[config.mk]
export PLATFORM = sky130hd
export DESIGN_NAME = if1_fetch_pc_gen
export DESIGN_NICKNAME = d
export VERILOG_FILES = /design/src/rtl/if1_fetch_pc_gen.sv
export SDC_FILE = /design/constraint.sdc
export NUM_CORES = 1
export LEC_CHECK = 0
export ABC_AREA = 1
export BUFFER_PORTS_ARGS = -buffer_cell sky130_fd_sc_hd__buf_2
export CORE_ASPECT_RATIO = 1.1
export CORE_MARGIN = 2
export CORE_UTILIZATION = 35
export DETAILED_ROUTE_END_ITERATION = 8
export GPL_ROUTABILITY_DRIVEN = 0
export MAX_ROUTING_LAYER = met4
export SETUP_SLACK_MARGIN = 0.05
export SLEW_MARGIN = 0
export SYNTH_ARGS = -nofsm -noshare
export SYNTH_HDL_FRONTEND = slang
export SYNTH_SLANG_ARGS = --single-unit
[constraint.sdc]
create_clock -name clk -period 4.85 [get_ports clk]
set_input_delay 0.97 -clock clk [delete_from_list [all_inputs] [get_ports clk]]
set_output_delay 0.97 -clock clk [all_outputs]
set_load 0.05 [all_outputs]
[src/rtl/if1_fetch_pc_gen.sv]
// IF1 PC generation and IF2 alignment register: issues 8-byte aligned ICache
// fetches and presents one or two PC/IR pairs to the instruction buffer.
module if1_fetch_pc_gen #(
    parameter logic [31:0] RESET_PC = 32'h1C00_0000
) (
    input  logic        clk,
    input  logic        rst,
    input  logic        flush_BR,
    input  logic [31:0] i_br_target,
    input  logic        stall_ICache,
    input  logic        i_is_full,
    input  logic [63:0] i_rdata,
    output logic        o_fetch_req,
    output logic [31:0] o_fetch_pc,
    output logic [31:0] o_PC1,
    output logic [31:0] o_IR1,
    output logic [31:0] o_PC2,
    output logic [31:0] o_IR2,
    output logic [1:0]  o_is_valid
);

    typedef enum logic [1:0] {BOOT, RUN, FLUSH_WAIT} state_e;

    state_e      state_q, state_d;
    logic [31:0] pc_q, pc_d;
    logic [31:0] pc2_q, pc2_d;
    logic        valid2_q, valid2_d;
    logic [31:0] next_pc;

    // An upper-half start address yields a single-instruction group.
    assign next_pc     = pc_q + (pc_q[2] ? 32'd4 : 32'd8);
    assign o_fetch_req = (state_q == RUN) & ~i_is_full & ~flush_BR;
    assign o_fetch_pc  = {pc_q[31:3], 3'b000};

    always_comb begin
        state_d  = state_q;
        pc_d     = pc_q;
        pc2_d    = pc2_q;
        valid2_d = valid2_q;
        if (flush_BR) begin
            pc_d     = {i_br_target[31:2], 2'b00};
            valid2_d = 1'b0;
            state_d  = stall_ICache ? FLUSH_WAIT : RUN;
        end else if (!stall_ICache) begin
            // The held group is consumed this cycle; keep valid only on a new request.
            valid2_d = o_fetch_req;
            pc2_d    = pc_q;
            state_d  = RUN;
            if (o_fetch_req) pc_d = next_pc;
        end
    end

    always_ff @(posedge clk) begin
        if (rst) begin
            state_q  <= BOOT;
            pc_q     <= RESET_PC;
            pc2_q    <= 32'd0;
            valid2_q <= 1'b0;
        end else begin
            state_q  <= state_d;
            pc_q     <= pc_d;
            pc2_q    <= pc2_d;
            valid2_q <= valid2_d;
        end
    end

    always_comb begin
        o_PC1      = 32'd0;
        o_PC2      = 32'd0;
        o_IR1      = 32'd0;
        o_IR2      = 32'd0;
        o_is_valid = 2'b00;
        if (valid2_q) begin
            o_PC1 = pc2_q;
            o_PC2 = pc2_q + 32'd4;
            if (pc2_q[2]) begin
                o_IR1      = i_rdata[63:32];
                o_is_valid = 2'b10;
            end else begin
                o_IR1      = i_rdata[31:0];
                o_IR2      = i_rdata[63:32];
                o_is_valid = 2'b11;
            end
        end
    end

endmodule

==> flow_metrics.env, run 1 <==
export IMPL_die_w_um=120.9
export IMPL_ctsHoldBuffers=0
export IMPL_vias=6231
export IMPL_final_nets=1209
export IMPL_start_util_pct=35.35
export IMPL_r2r_slack_ps=2760
export IMPL_cp_end_kind="output pin"
export IMPL_leakage_uw=0.003533
export IMPL_status="finished, final reports clean"
export IMPL_post_route_min_period_ps=3480
export IMPL_crit_chain="buf_4 -> nand2_1 -> o21ai_0 -> buf_2"
export IMPL_gr_total_overflow=0
export IMPL_grt_pass1_vias=5695
export IMPL_multiInputGateArea_mm2=0.003089
export IMPL_antenna_found_initial=0
export IMPL_reg2regPathDepth=7
export IMPL_vdd_drop_max_mv=0.1937
export IMPL_final_common_cell="buf_2"
export IMPL_cpPeakStageDelay_ps=640
export IMPL_cp_start_kind="register"
export IMPL_timing_rr_end="pc_q[24]"
export IMPL_row_count=47
export IMPL_syn_cell_area_mm2=0.005259
export IMPL_ant_nets=0
export IMPL_dpl_hpwl_um=14890
export IMPL_core_area_mm2=0.01488
export IMPL_cts_tree="yes"
export IMPL_final_cell_mix="buf_2 (254), nand2_1 (234), inv_1 (122)"
export IMPL_die_area_mm2=0.01602
export IMPL_max_freq_mhz=287.4
export IMPL_portBuffers=254
export IMPL_chipHeight_um=132.6
export IMPL_clock_latency_ps=340
export IMPL_drv_slew=0
export IMPL_ys_ff_latch=63
export IMPL_ctsResizeCount=0
export IMPL_seq_area_mm2=0.001261
export IMPL_synth_cell_types=33
export IMPL_avgSynthCellArea_um2=5.779
export IMPL_clock_sinks=63
export IMPL_post_drt_wl_per_cell_um=14.32
export IMPL_grt_pass1_wl_um=28940
export IMPL_place_ws_ps=1452
export IMPL_dr_pass1_iters=5
export IMPL_cp_max_fo=41
export IMPL_grt_setup_unrepaired="no"
export IMPL_required_ps=3880
export IMPL_whs_path_depth=2
export IMPL_maxCapViolCount=0
export IMPL_grt_use_total_pct=23.37
export IMPL_critical_path_slowest_cell="nand2_1"
export IMPL_numCtsBuffers=9
export IMPL_final_setup_tns_ps=0
export IMPL_worst_pin_slew_ps=930.8
export IMPL_drt_initial_drc_count=348
export IMPL_cp_startpoint="valid2_q"
export IMPL_r2r_start="state_q[1]"
export IMPL_path_class="reg2out"
export IMPL_critPathArrivalTime_ps=2510
export IMPL_post_cts_setup_buffers=0
export IMPL_diodes=0
export IMPL_endpoint="o_IR1[31]"
export IMPL_power_density_mw_per_mm2=232.2
export IMPL_nFillCells=1618
export IMPL_drc_errors=0
export IMPL_area_growth_synth_to_final_pct=27.08
export IMPL_fin_ws_ps=1370
export IMPL_clkSlewWorstSetupHoldPaths_ps=50
export IMPL_setup_violations=0
export IMPL_routed_via_density=4.771
export IMPL_root_buffer="clkbuf_16"
export IMPL_io_pins=264
export IMPL_layout_drive_gt1_share_pct=28.83
export IMPL_yosysSeqAreaShare_pct=23.98
export IMPL_yosys_warnings=0
export IMPL_max_slew_margin_pct=37.80
export IMPL_fin_skew_ps=7.640
export IMPL_syn_instance_count=910
export IMPL_wirelength_um=18710
export IMPL_grt_max_degree=55
export IMPL_hp_class="reg2reg"
export IMPL_hold_viol=0
export IMPL_period_share_pct=71.74
export IMPL_h_tree_depth=3
export IMPL_clk_path_buf_depth=2
worst max-delay path: cells and delay by family (launching register included):
kind / cells / cell delay, ps
buffers and inverters: 2 / 700
and+or+nand+nor: 1 / 640
AOI/OAI and AO/OA: 1 / 470
DFF: 1 / 350
report_power, final:
| part | leakage [uW] | internal, uW | switching, uW |
|---|---|---|---|
| clock | 0.000152 | 424 | 239 |
| combinational | 0.00286 | 85.0 | 201 |
| sequential | 0.000520 | 550 | 52.8 |
worst min-delay path by stage:
| stage | from | to |
|---|---|---|
| after global placement | state_q[0] | state_q[0] |
| final | state_q[1] | state_q[1] |
| after detailed placement | state_q[1] | state_q[1] |
| after CTS | state_q[1] | state_q[1] |
| after floorplan | state_q[0] | state_q[0] |
| after global routing | state_q[1] | state_q[1] |
routing by layer:
layer  vias to the layer above  routed length [um]  track usage, %
met1                      2747                7838           27.28
met5                         -                   0               -
met4                         0                 612           9.367
li1                       3195                   -               -
met2                       253                9017           39.73
met3                        36                1236           3.707
layout make-up:
cell class / count / share of cell area [%]
Inverter: 129 / 7.246
Clock buffer: 11 / 3.782
Tap cell: 196 / 3.670
Multi-Input combinational cell: 645 / 46.23
Sequential cell: 63 / 18.87
Clock inverter: 5 / 0.8425
Timing Repair Buffer: 257 / 19.36
registers in the layout, indices dropped and copies added (netlist names):
register and count:
state_q 2, pc_q 30, pc2_q 30, valid2_q 1
kinds of logic (layout without fill, tap and decap cells):
logic type,count (synthesis),in the layout,share of synthesized area (%)
AOI/OAI and AO/OA,160,160,15.75
xor gates and xnor gates,24,24,3.997
DFF,63,63,23.98
buffers and inverters,208,402,17.84
adders and majority gates,3,3,0.7139
and+or+nand+nor,451,451,37.64
other,1,7,0.07131
per-stage QoR:
step           std cells  instance area (um^2)  utilization [%]  hold WS [ps]  power, uW
6_report            1306                  6683            44.92         488.9       1552
5_1_grt             1306                  6683            44.92         531.2       1624
4_1_cts             1306                  6683            44.92         488.0       1565
3_5_place_dp        1290                  6374            42.84         479.7      897.9
3_3_place_gp        1290                  6374            42.84         465.5      895.0
2_1_floorplan        916                  5281                -         454.0      820.3
synthesized netlist by cell type:
cell      number  area [um^2]
nand2_1      234        878.3
clkbuf_1      28        105.1
o21bai_1       3        22.52
dfxtp_1       63         1261
nor2b_1        1        6.260
nor2_1       118        442.9
o21ai_0       85        425.4
xor2_1        16        140.1
a31oi_1       12        75.07
nor3_1        11        55.05
a21oi_1       58        290.3
nor3_4         2        32.53
buf_2         11        55.05
inv_2          7        26.28
buf_1          1        3.750
inv_1        122        457.9
xnor2_1        8        70.07
nand2_2        7        43.79
nand4_1        8        50.05
conb_1         1        3.750
nor3_2         8        80.08
nand3_1       41        205.2
nor2_2         9        56.30
nor3b_2        1        12.51
nand2_4        2        22.52
ha_1           3        37.54
nor2_4         6        67.56
a211oi_1       1        7.510
buf_4         38        285.3
and3_1         1        6.260
a21o_1         1        7.510
nand3_2        2        20.02
clkbuf_2       1        5.000
Note: power is estimated with default switching activity, not from simulation.
==> inputs of run 2 (changes only) <==
--- a/config.mk
+++ b/config.mk
@@ -13,6 +13,7 @@
 export DETAILED_ROUTE_END_ITERATION = 8
 export GPL_ROUTABILITY_DRIVEN = 0
 export MAX_ROUTING_LAYER = met4
+export PLACE_DENSITY = 0.66
 export SETUP_SLACK_MARGIN = 0.05
 export SLEW_MARGIN = 0
 export SYNTH_ARGS = -nofsm -noshare
==> constraint.sdc (replaced) <==
create_clock -name clk -period 3.09 [get_ports clk]
set_input_delay 0.618 -clock clk [delete_from_list [all_inputs] [get_ports clk]]
set_output_delay 0.618 -clock clk [all_outputs]
set_load 0.05 [all_outputs]
==> run 2 against run 1 <==
Cell count rose by 0.61%. Critical path depth rose by 4. Utilization rose by 0.45 points. Sequential share of layout area fell by 0.19 points. Power rose by 59%. Routed wire length rose by 4.9%. Register-to-register slack got worse by 1600 ps. Critical path type unchanged. Critical endpoint is now o_PC2[12]. Highest routed layer unchanged.
==> flow_metrics.env, run 2 (same netlist as run 1, synthesis figures left out) <==
export IMPL_status="finished, final reports clean"
export IMPL_hp_class="reg2reg"
export IMPL_sw_frac_of_total_pct=31.03
export IMPL_grt_setup_unrepaired="no"
export IMPL_clock_latency_ps=330
export IMPL_final_setup_tns_ps=0
export IMPL_antenna_found_initial=0
export IMPL_ctsHoldBuffers=0
export IMPL_pwr_share_comb_pct=18.8
export IMPL_ant_nets=0
export IMPL_period_share_pct=92.20
export IMPL_die_area_mm2=0.01602
export IMPL_dpl_hpwl_um=15810
export IMPL_portBuffers=254
export IMPL_grt_max_degree=41
export IMPL_top_regs="pc2_q x30, pc_q x30, state_q x2"
export IMPL_start_util_pct=35.35
export IMPL_cp_max_fo=6
export IMPL_p_sw_uw=766.3
export IMPL_r2r_slack_ps=1200
export IMPL_max_slew_margin_pct=50.93
export IMPL_final_common_cell="buf_2"
export IMPL_cp_end_kind="output pin"
export IMPL_nFillCells=1656
export IMPL_post_route_min_period_ps=2849
export IMPL_numCtsBuffers=9
export IMPL_required_ps=2470
export IMPL_post_drt_wl_per_cell_um=14.93
export IMPL_grt_pass1_wl_um=29860
export IMPL_critical_path_slowest_cell="dfxtp_1"
export IMPL_cts_tree="yes"
export IMPL_clock_sinks=63
export IMPL_cp_start_kind="register"
export IMPL_leakage_uw=0.003577
export IMPL_pwr_share_clk_pct=43.2
export IMPL_wirelength_um=19620
export IMPL_critPathArrivalTime_ps=2230
export IMPL_worst_pin_slew_ps=733.3
export IMPL_drc_errors=0
export IMPL_layout_drive_gt1_share_pct=29.25
export IMPL_dp_cells=1299
export IMPL_power_density_mw_per_mm2=365.8
export IMPL_setup_violations=0
export IMPL_path_class="reg2out"
export IMPL_intPower_uw=1703
export IMPL_final_nets=1218
export IMPL_area_growth_synth_to_final_pct=28.36
export IMPL_grt_pass1_vias=5703
export IMPL_drv_slew=0
export IMPL_final_cell_mix="buf_2 (254), nand2_1 (234), inv_1 (122)"
export IMPL_vias=6328
export IMPL_hold_viol=0
export IMPL_vdd_drop_max_mv=0.3269
export IMPL_grt_use_total_pct=24.59
export IMPL_die_w_um=120.9
export IMPL_post_cts_setup_buffers=0
export IMPL_io_pins=264
export IMPL_gr_total_overflow=0
export IMPL_dr_pass1_iters=7
export IMPL_root_buffer="clkbuf_16"
export IMPL_max_freq_mhz=351.0
export IMPL_routed_via_density=4.816
export IMPL_fin_skew_ps=5.224
export IMPL_core_area_mm2=0.01488
export IMPL_chipHeight_um=132.6
export IMPL_drt_initial_drc_count=244
export IMPL_clk_path_buf_depth=2
export IMPL_timing_hold_ws_ps=481.6
export IMPL_maxCapViolCount=0
export IMPL_pwr_share_seq_pct=38.0
export IMPL_crit_chain="ha_1 -> nand2_2 -> nor2_4 -> nand2_4 -> nor3_4 -> o21ai_0 -> a21oi_1 -> buf_2"
export IMPL_h_tree_depth=3
export IMPL_diodes=0
export IMPL_ctsResizeCount=0
export IMPL_clkSlewWorstSetupHoldPaths_ps=50
export IMPL_final_cells=1314
export IMPL_row_count=47
export IMPL_cpPeakStageDelay_ps=400
run 2: cell types whose count changed in the layout (fill, tap and decap cells not counted), sizes merged:
cell	delta
clkbuf	-2
buf	+9
bufinv	+1
run 2: area by class of cell:
| type | count | area (um^2) | area share (%) |
|---|---|---|---|
| multi-input combinational | 645 | 3087 | 45.73 |
| timing repair buffer | 266 | 1361 | 20.17 |
| sequential | 63 | 1261 | 18.68 |
| inverter | 129 | 484.2 | 7.173 |
| tap | 196 | 245.2 | 3.633 |
| clock buffer | 9 | 225.2 | 3.336 |
| clock inverter | 6 | 86.33 | 1.279 |
run 2: layer usage:
layer  track usage, %  vias to the layer above  share of wire [%]
li1                 -                     3212                  -
met1            26.13                     2822                 38
met2            45.41                      258                 52
met3            3.017                       36                6.3
met4            10.08                        0                3.4
met5                -                        -                  0
run 2: power by group through the flow:
stage	Combinational, uW	Sequential [uW]	Clock, uW
floorplan	360	927	0
global placement	458	953	0
detailed placement	462	954	0
CTS	464	937	1090
global route	509	948	1120
finish	464	939	1070
run 2: stage by stage:
stage	power [uW]	instance area, um^2	utilization (%)	setup slack [ps]
after global placement	1411	6439	43.28	617.0
after floorplan	1288	5281	-	320.4
after CTS	2489	6750	45.37	272.1
final	2469	6750	45.37	241.1
after global routing	2575	6750	45.37	99.39
after detailed placement	1416	6439	43.28	644.8
run 2: worst max-delay path: cells and delay by family, from the launching register on:
family                     cells  cell delay [ps]
buffers and inverters          1              330
DFF                            1              400
adders and majority gates      1              210
and+or+nand+nor                4              570
AOI/OAI and AO/OA              2              380
run 2: path summary, 6_finish.rpt:
kind / cells after the start / startpoint / to
setup / recovery: 8 / pc2_q[3] / o_PC2[12]
setup reg to reg: 11 / pc_q[2] / pc_q[25]
hold / removal: 2 / state_q[0] / state_q[0]
hold reg to reg: 2 / state_q[0] / state_q[0]
==> inputs of run 3 (changes only) <==
--- a/config.mk
+++ b/config.mk
@@ -13,7 +13,7 @@
 export DETAILED_ROUTE_END_ITERATION = 8
 export GPL_ROUTABILITY_DRIVEN = 0
 export MAX_ROUTING_LAYER = met4
-export PLACE_DENSITY = 0.66
+export PLACE_DENSITY_LB_ADDON = 0.2
 export SETUP_SLACK_MARGIN = 0.05
 export SLEW_MARGIN = 0
 export SYNTH_ARGS = -nofsm -noshare
==> run 3 against run 2 <==
Count of clock-buffer cells in the layout grew 2. Clock power is essentially flat. Highest routed layer unchanged. Sequential power grew 0.7%. Combinational power shrank 0.9%. Routed wire length shrank 2.9%. Critical endpoint is now o_PC2[9].
==> flow_metrics.env, run 3 (same netlist as run 1, synthesis figures left out) <==
export IMPL_hp_class="reg2reg"
export IMPL_dr_pass1_iters=5
export IMPL_final_cell_mix="buf_2 (254), nand2_1 (234), inv_1 (122)"
export IMPL_place_ws_ps=527.6
export IMPL_core_area_mm2=0.01488
export IMPL_hold_viol=0
export IMPL_fin_skew_ps=7.085
export IMPL_post_cts_setup_buffers=0
export IMPL_cpPeakStageDelay_ps=440
export IMPL_ctsHoldBuffers=0
export IMPL_setup_violations=0
export IMPL_drt_initial_drc_count=406
export IMPL_final_cells=1317
export IMPL_clk_path_buf_depth=2
export IMPL_reg2regPathDepth=11
export IMPL_io_pins=264
export IMPL_vdd_drop_max_mv=0.2663
export IMPL_die_area_mm2=0.01602
export IMPL_crit_chain="nand2_1 -> nor3_4 -> nand2_4 -> nor2_2 -> o21ai_0 -> a21oi_1 -> buf_2"
export IMPL_antenna_found_initial=1
export IMPL_post_route_min_period_ps=2833
export IMPL_layout_drive_gt1_share_pct=29.46
export IMPL_cp_max_fo=6
export IMPL_worst_pin_slew_ps=683.6
export IMPL_grt_setup_unrepaired="no"
export IMPL_leakage_uw=0.003583
export IMPL_clkSlewWorstSetupHoldPaths_ps=60
export IMPL_cp_end_kind="output pin"
export IMPL_power_density_mw_per_mm2=361.8
export IMPL_ctsResizeCount=0
export IMPL_min_delay_start="state_q[0]"
export IMPL_row_count=47
export IMPL_root_buffer="clkbuf_16"
export IMPL_wirelength_um=19050
export IMPL_grt_use_total_pct=24.16
export IMPL_area_growth_synth_to_final_pct=28.53
export IMPL_period_share_pct=91.67
export IMPL_cp_num_buf_inv=1
export IMPL_clock_latency_ps=340
export IMPL_whs_path_depth=2
export IMPL_final_common_cell="buf_2"
export IMPL_grt_pass1_wl_um=30070
export IMPL_max_freq_mhz=353.0
export IMPL_cts_tree="yes"
export IMPL_top_regs="pc2_q x30, pc_q x30, state_q x2"
export IMPL_critPathArrivalTime_ps=2210
export IMPL_status="finished, final reports clean"
export IMPL_path_class="reg2out"
export IMPL_r2r_start="pc_q[2]"
export IMPL_drc_errors=0
export IMPL_start_util_pct=35.35
export IMPL_grt_max_degree=35
export IMPL_chipHeight_um=132.6
export IMPL_final_nets=1219
export IMPL_h_tree_depth=3
export IMPL_die_w_um=120.9
export IMPL_critical_path_slowest_cell="dfxtp_1"
export IMPL_r2r_slack_ps=1220
export IMPL_numCtsBuffers=9
export IMPL_dp_cells=1300
export IMPL_final_setup_tns_ps=0
export IMPL_vias=6275
export IMPL_maxCapViolCount=0
export IMPL_clock_sinks=63
export IMPL_dpl_cell_area_mm2=0.006446
export IMPL_dpl_hpwl_um=15250
export IMPL_post_drt_wl_per_cell_um=14.47
export IMPL_gr_total_overflow=0
export IMPL_max_slew_margin_pct=54.38
export IMPL_timing_hold_ws_ps=481.6
export IMPL_portBuffers=254
export IMPL_required_ps=2470
export IMPL_min_to="state_q[0]"
export IMPL_stdcell_area_mm2=0.006759
export IMPL_cp_top_family="simple AND/OR/NAND/NOR gates"
export IMPL_grt_pass1_vias=5756
export IMPL_ant_nets=0
export IMPL_cp_start_kind="register"
export IMPL_routed_via_density=4.765
export IMPL_drv_slew=0
export IMPL_timing_rr_end="pc_q[25]"
export IMPL_fin_ws_ps=257.3
## run 3: final cells by class
class	instances	area (um^2)
Clock buffer	11	252.7
Inverter	129	484.2
Sequential cell	63	1262
Antenna cell	1	2.502
Multi-Input combinational cell	645	3087
Tap cell	196	245.2
Fill cell	1684	8119
Clock inverter	5	56.30
Timing Repair Buffer	267	1369
## run 3: worst min-delay path: stages, from the launching register on
cell	delay, ps
dfxtp_1	320
nand2_1	60
a21oi_1	50
## run 3: per-layer routing
metal | track usage (%) | vias to the layer above | wire (um) | share of wire, %
li1 | - | 3214 | - | -
met1 | 30.30 | 2790 | 8352 | 44
met2 | 39.17 | 235 | 9019 | 47
met3 | 3.836 | 36 | 1231 | 6.5
met4 | 8.527 | 0 | 448 | 2.4
met5 | - | - | 0 | 0
## run 3: worst max-delay path by stage
stage	endpoint	depth (start not counted)	from	slack, ps
floorplan	o_PC2[16]	7	pc2_q[3]	320
global placement	o_IR1[2]	6	valid2_q	550
detailed placement	o_IR1[2]	6	valid2_q	530
CTS	o_IR1[2]	6	valid2_q	170
global route	o_PC2[20]	10	pc2_q[3]	110
finish	o_PC2[9]	7	pc2_q[4]	260
## run 3: per-stage QoR
stage | total power [uW] | util, %
2_1_floorplan | 1288 | -
3_3_place_gp | 1415 | 43.33
3_5_place_dp | 1420 | 43.33
4_1_cts | 2462 | 45.40
5_1_grt | 2549 | 45.43
6_report | 2445 | 45.43
## run 3: power breakdown
group          switching [uW]  internal, uW  leakage, uW  total (uW)
sequential               82.6           864     0.000520         946
clock                     373           666     0.000152        1040
combinational             319           140      0.00291         460
